==> src/rtl/jb_dl_tssi_sched.sv <==
// jb_dl_tssi_sched: round-robin TSSI scheduler sharing one I^2+Q^2 mean-power engine across DL antennas.
// Optional feature macro JB_TSSI_PEAK_EN adds a per-antenna peak-power output (tssi_peak).

module jb_dl_tssi_lane #(
  parameter int W = 32
) (
  input  logic         clk,
  input  logic         rst_n,
  input  logic         we,
  input  logic [W-1:0] d,
  output logic [W-1:0] q
);
  always_ff @(posedge clk or negedge rst_n)
    if (!rst_n)  q <= '0;
    else if (we) q <= d;
endmodule

module jb_dl_tssi_sched #(
  parameter int NUM_ANT      = 8,
  parameter int IQ_W         = 16,
  parameter int WIN_LOG2_MAX = 16,
  parameter int RES_W        = 32
) (
  input  logic                           clk,
  input  logic                           rst_n,
  input  logic                           cfg_en,
  input  logic [NUM_ANT-1:0]             cfg_ant_mask,
  input  logic [4:0]                     cfg_win_log2,
  input  logic [7:0]                     cfg_gap,
  input  logic                           s_valid,
  input  logic [NUM_ANT-1:0][IQ_W-1:0]   s_i,
  input  logic [NUM_ANT-1:0][IQ_W-1:0]   s_q,
  output logic [NUM_ANT-1:0][RES_W-1:0]  tssi,
`ifdef JB_TSSI_PEAK_EN
  output logic [NUM_ANT-1:0][2*IQ_W-1:0] tssi_peak,
`endif
  output logic [NUM_ANT-1:0]             tssi_upd,
  output logic                           sweep_done,
  output logic                           busy,
  output logic [$clog2(NUM_ANT)-1:0]     cur_ant
);
  localparam int AW     = $clog2(NUM_ANT);
  localparam int P_W    = 2*IQ_W;
  localparam int ACC_W  = P_W + WIN_LOG2_MAX;
  localparam int CNT_W  = WIN_LOG2_MAX + 1;
  localparam int STAGES = 1;

  typedef enum logic [2:0] {IDLE, SEL, ACC, DRAIN, WR, GAP} state_t;
  state_t state, state_nxt;

  logic [4:0]             win, win_clamp;
  logic [CNT_W-1:0]       smp_cnt;
  logic                   drain_cnt;
  logic [7:0]             gap_cnt;
  logic                   first_pick;
  logic [AW-1:0]          nxt_ant, cand;
  logic                   mask_above;
  logic                   take, last_smp;
  logic [STAGES:0]        vld_pipe;
  logic signed [IQ_W-1:0] i1, q1;
  logic signed [P_W-1:0]  sq_i, sq_q;
  logic [P_W-1:0]         p2;
  logic [ACC_W-1:0]       acc;
  logic [RES_W-1:0]       mean;

  always_comb begin
    win_clamp = cfg_win_log2;
    if (cfg_win_log2 < 5'd4)                     win_clamp = 5'd4;
    else if (cfg_win_log2 > 5'(WIN_LOG2_MAX))    win_clamp = 5'(WIN_LOG2_MAX);
  end

  // Search downward so the closest set bit after cur_ant wins; k=NUM_ANT wraps onto cur_ant itself.
  always_comb begin
    nxt_ant = cur_ant;
    cand    = cur_ant;
    for (int k = NUM_ANT; k >= 1; k--) begin
      cand = AW'((int'(cur_ant) + k) % NUM_ANT);
      if (cfg_ant_mask[cand]) nxt_ant = cand;
    end
    if (first_pick)
      for (int k = NUM_ANT-1; k >= 0; k--)
        if (cfg_ant_mask[AW'(k)]) nxt_ant = AW'(k);
  end

  always_comb begin
    mask_above = 1'b0;
    for (int k = 0; k < NUM_ANT; k++)
      if (AW'(k) > cur_ant && cfg_ant_mask[AW'(k)]) mask_above = 1'b1;
  end

  assign take     = (state == ACC) && s_valid;
  assign last_smp = (smp_cnt == ((CNT_W'(1) << win) - CNT_W'(1)));

  always_comb begin
    state_nxt = state;
    case (state)
      IDLE:    if (cfg_en && |cfg_ant_mask) state_nxt = SEL;
      SEL:     state_nxt = (|cfg_ant_mask) ? ACC : IDLE;
      ACC:     if (take && last_smp) state_nxt = DRAIN;
      DRAIN:   if (drain_cnt) state_nxt = WR;
      WR:      if (!cfg_en)              state_nxt = IDLE;
               else if (cfg_gap == 8'd0) state_nxt = SEL;
               else                      state_nxt = GAP;
      GAP:     if (gap_cnt == 8'd1) state_nxt = SEL;
      default: state_nxt = IDLE;
    endcase
    // WR always completes its write; every other state aborts on enable drop
    if (!cfg_en && state != WR) state_nxt = IDLE;
  end

  always_ff @(posedge clk or negedge rst_n)
    if (!rst_n) begin
      state      <= IDLE;
      cur_ant    <= '0;
      win        <= 5'd4;
      smp_cnt    <= '0;
      drain_cnt  <= 1'b0;
      gap_cnt    <= '0;
      first_pick <= 1'b1;
    end else begin
      state <= state_nxt;
      case (state)
        IDLE: first_pick <= 1'b1;
        SEL: begin
          if (|cfg_ant_mask) cur_ant <= nxt_ant;
          first_pick <= 1'b0;
          win        <= win_clamp;
          smp_cnt    <= '0;
        end
        ACC: begin
          if (take) smp_cnt <= smp_cnt + CNT_W'(1);
          drain_cnt <= 1'b0;
        end
        DRAIN:   drain_cnt <= ~drain_cnt;
        WR:      gap_cnt   <= cfg_gap;
        GAP:     gap_cnt   <= gap_cnt - 8'd1;
        default: ;
      endcase
    end

  assign sq_i = P_W'(i1) * P_W'(i1);
  assign sq_q = P_W'(q1) * P_W'(q1);

  // Stage 1 register, stage 2 square-sum, stage 3 accumulate
  always_ff @(posedge clk or negedge rst_n)
    if (!rst_n) begin
      vld_pipe <= '0;
      i1       <= '0;
      q1       <= '0;
      p2       <= '0;
      acc      <= '0;
    end else begin
      if (state == SEL) begin
        vld_pipe <= '0;
        acc      <= '0;
      end else begin
        vld_pipe <= {vld_pipe[STAGES-1:0], take};
        if (vld_pipe[STAGES]) acc <= acc + ACC_W'(p2);
      end
      if (take) begin
        i1 <= s_i[cur_ant];
        q1 <= s_q[cur_ant];
      end
      if (vld_pipe[0]) p2 <= $unsigned(sq_i) + $unsigned(sq_q);
    end

  assign mean = RES_W'(acc >> win);

`ifdef JB_TSSI_PEAK_EN
  logic [P_W-1:0] peak;
  always_ff @(posedge clk or negedge rst_n)
    if (!rst_n)                              peak <= '0;
    else if (state == SEL)                   peak <= '0;
    else if (vld_pipe[STAGES] && p2 > peak)  peak <= p2;
`endif

  for (genvar a = 0; a < NUM_ANT; a++) begin : g_lane
    logic we;
    assign we          = (state == WR) && (cur_ant == AW'(a));
    assign tssi_upd[a] = we;
    jb_dl_tssi_lane #(.W(RES_W)) u_mean (.clk, .rst_n, .we, .d(mean), .q(tssi[a]));
`ifdef JB_TSSI_PEAK_EN
    jb_dl_tssi_lane #(.W(P_W)) u_peak (.clk, .rst_n, .we, .d(peak), .q(tssi_peak[a]));
`endif
  end

  assign sweep_done = (state == WR) && !mask_above;
  assign busy       = (state != IDLE);
endmodule
==> config.mk <==
export PLATFORM = sky130hd
export DESIGN_NAME = jb_dl_tssi_sched
export DESIGN_NICKNAME = d
export VERILOG_FILES = /design/src/rtl/jb_dl_tssi_sched.sv
export SDC_FILE = /design/constraint.sdc
export NUM_CORES = 2
export LEC_CHECK = 0
export BUFFER_PORTS_ARGS = -buffer_cell sky130_fd_sc_hd__buf_2
export CELL_PAD_IN_SITES_DETAIL_PLACEMENT = 1
export CELL_PAD_IN_SITES_GLOBAL_PLACEMENT = 2
export CORE_ASPECT_RATIO = 0.5
export CORE_UTILIZATION = 39
export DETAILED_ROUTE_END_ITERATION = 10
export PLACE_DENSITY = 0.81
export SLEW_MARGIN = 20
export SYNTH_ARGS = -nofsm -noshare
export SYNTH_HDL_FRONTEND = slang
export SYNTH_HIERARCHICAL = 1
export SYNTH_SLANG_ARGS = --single-unit
==> constraint.sdc <==
create_clock -name clk -period 10.1 [get_ports clk]
set_clock_uncertainty 0.15 [all_clocks]
set_input_delay 2.525 -clock clk [delete_from_list [all_inputs] [get_ports clk]]
set_output_delay 2.525 -clock clk [all_outputs]
set_load 0.05 [all_outputs]
==> flow_metrics.tcl <==
set metrics [dict create \
    worst-setup-path-type "flop to flop" \
    cts_buffer_depth 3 \
    synth.avg_cell_area_um2 10.7 \
    route.vias.total 30418 \
    route.detailed.drc 57 \
    nets 5313 \
    cp_common_cell "fa_1" \
    worstPathMaxFanout 21 \
    dp_hpwl_mm 107 \
    crit_buf_inv 5 \
    async_flop_share_pct 100 \
    critical_path_arrival_ns 8.67 \
    overflow 0 \
    io_buffers 549 \
    synth_edf_count 0 \
    pin_count 550 \
    cp.required_ns 10.44 \
    die_w_um 465 \
    grt_pass1_wl_mm 204 \
    cts_max_level 2 \
    grt_max_degree 122 \
    initial_core_util_pct 39.6 \
    failed_checks "DRC" \
    critPathMaxStageDelay_ns 0.83 \
    wl_mm 134 \
    first_pass_iters 10 \
    fin_tns_setup_ns 0 \
    timing.fmax_mhz 120 \
    path_cells "inv_1, nor2_1, fa_1, fa_1, fa_1, inv_1, fa_1, inv_1, fa_1, fa_1, fa_1, inv_1, fa_1, inv_1, ha_1, a21o_1, a311o_1, o21ai_2, o211a_1, nor3b_1, or3_1, a31o_2" \
    n_fill_cell 11721 \
    grtUsageTotal_pct 24.5 \
    place_area_mm2 0.0454 \
    path_depth 22 \
    synthesis.area_mm2 0.0417 \
    hold_depth 1 \
    clockRootBuffer "clkbuf_16" \
    die_h_um 233 \
    core_mm2 0.106 \
    yosysSeqAreaShare_pct 24.5 \
    synth-warning-count 6 \
    clock_sinks 408 \
    slew_viol_final 0 \
    ant_nets 0 \
    clk_latency_ns 0.61 \
    synth.largest_area_cell "fa_1" \
    fin_crit_sh_pct 82.5 \
    hold_violations 0 \
    outcome "finished, violations left" \
    hold_class "flop to flop" \
    synth_top_area_share_pct 25.1 \
    wire_per_inst_um 23.2 \
    viasPerCell 5.26 \
    worst_path_max_delay_cell "dfrtp_1" \
    rsz0062_at_grt "no" \
    grt_pass1_vias 33520 \
    regArea_mm2 0.0102 \
    place_congestion 0.870 \
    maxCapViolations 0 \
    cts_resized 0 \
    clkTransAtPathRegs_ns 0.07 \
    ys.flop_type "dfrtp_1" \
    worst_slew_pin_slew_ns 1.27 \
    dieArea_mm2 0.108 \
    multi_input_area_mm2 0.0278 \
    synth_seq_cells 408 \
    antenna_found_initial 15 \
    cts_tree "yes" \
    finalSetupViolCount 0 \
    syn_to_final_growth_pct 12.4 \
    worstSetupStartpointType "flop" \
    numCtsBuffers 44 \
    syn_inst 3884 \
    drive_gt1_share_pct 25.2 \
    cts_hold_buffers 0 \
    ys_types 76 \
    critPathCaptureType "flop" \
    ys_top_cells_by_area "fa_1, dfrtp_1, mux2_4" \
    stdcell_area_mm2 0.0469 \
    slew-limit-headroom_pct 15.2 \
    first_iter_violations 1711 \
    row_count 84 \
    postCtsSetupBuffers 0 \
    syn_nets 4875 \
    reg2regPathDepth 22 \
    finalCriticalPeriod_ns 8.33 \
    path_delay_family "adder cells" \
]
-- flip-flops by register name, indices dropped and copies added, names as in the netlist, 5 cells and up --
| name | cells |
|---|---|
| acc | 48 |
| g_lane.u_mean/q | 256 |
| gap_cnt | 8 |
| i1 | 16 |
| p2 | 32 |
| q1 | 16 |
| smp_cnt | 17 |
| win | 5 |
-- cell usage after synthesis (all sizes together) (85+ instances only) --
library cell and count:
mux4 103, clkbuf 115, nand2 402, o21ai 103, a21oi 139, ha 186, fa 524, and2 127
mux2 288, inv 655, nor2 167, buf 85, dfrtp 406
-- metal layers --
metal,wire length (um),vias up,global-route usage [%]
li1,-,13438,-
met1,58100,16097,32.4
met2,65200,653,41.0
met3,6750,210,4.65
met4,3720,20,6.83
met5,246,-,1.07
-- final timing paths --
path	from	to	slack [ns]
hold reg to reg	p2[8]$_DFFE_PN0P_	p2[8]$_DFFE_PN0P_	0.34
setup reg to reg	i1[15]$_DFFE_PN0P_	p2[31]$_DFFE_PN0P_	1.77
hold / removal	p2[8]$_DFFE_PN0P_	p2[8]$_DFFE_PN0P_	0.34
setup / recovery	i1[15]$_DFFE_PN0P_	p2[31]$_DFFE_PN0P_	1.77
min in group asynchronous	rst_n	g_lane[5].u_mean/q[6]$_DFFE_PN0P_	1.87
max in group asynchronous	rst_n	g_lane[1].u_mean/q[15]$_DFFE_PN0P_	6.29
-- stage by stage --
| step | instances | worst slack (ns) | hold WS (ns) | utilization, % |
|---|---|---|---|---|
| CTS | 5775 | 1.77 | 0.346 | 44.4 |
| global placement | 5695 | 1.98 | 0.331 | 43.0 |
| global route | 5775 | 1.24 | 0.367 | 44.4 |
| detailed placement | 5695 | 1.80 | 0.330 | 43.0 |
| floorplan | 3884 | 2.13 | 0.308 | - |
| finish | 5780 | 1.77 | 0.339 | 44.4 |
-- placed cells by master (no fill, tap or decap), types with 18 or more instances in the layout --
master       n
o22ai_1     18
o21ai_0     99
and2_1     126
nor2b_1     30
a21o_1      23
ha_1       186
buf_2      548
inv_1      655
nand2_1    402
nand3_1     38
nor2_1     167
nand2b_1    25
nor3_1      24
mux2_4     241
mux4_2     103
mux2_2      47
xnor2_1     62
mux2i_1     71
a21oi_1    139
and3_1      24
clkbuf_16   44
fa_1       524
xor2_1      39
buf_4       42
a31oi_1     53
dfrtp_1    400
-- kinds of logic after synthesis --
logic type	share of synthesized area [%]
AO/OA/AOI/OAI	6.28
XOR/XNOR	2.12
adder cells (fa/ha/maj)	30.7
buffers and inverters	8.96
flip-flops	24.5
multiplexers	17.2
other	0.00899
AND/OR/NAND/NOR	10.2
-- worst reg2reg max path, delay by kind of cell (launching register included) --
family / cells / cell delay [ns]
buffers and inverters: 5 / 0.71
AO/OA/AOI/OAI: 5 / 1.21
flip-flops: 1 / 0.83
adder cells (fa/ha/maj): 9 / 4.61
AND/OR/NAND/NOR: 3 / 0.71
-- area by class of cell --
| class | instances | area share (%) |
|---|---|---|
| clock buffers | 58 | 2.59 |
| well taps | 1419 | 3.79 |
| multi-input cells | 2617 | 59.3 |
| repair buffers | 592 | 6.60 |
| diodes | 5 | 0.0267 |
| inverters | 659 | 5.27 |
| flip-flops and latches | 408 | 21.8 |
| clock inverters | 22 | 0.635 |
Power is not shown: default switching activity piles up to over one toggle a cycle in this logic, so the estimate is an artifact.
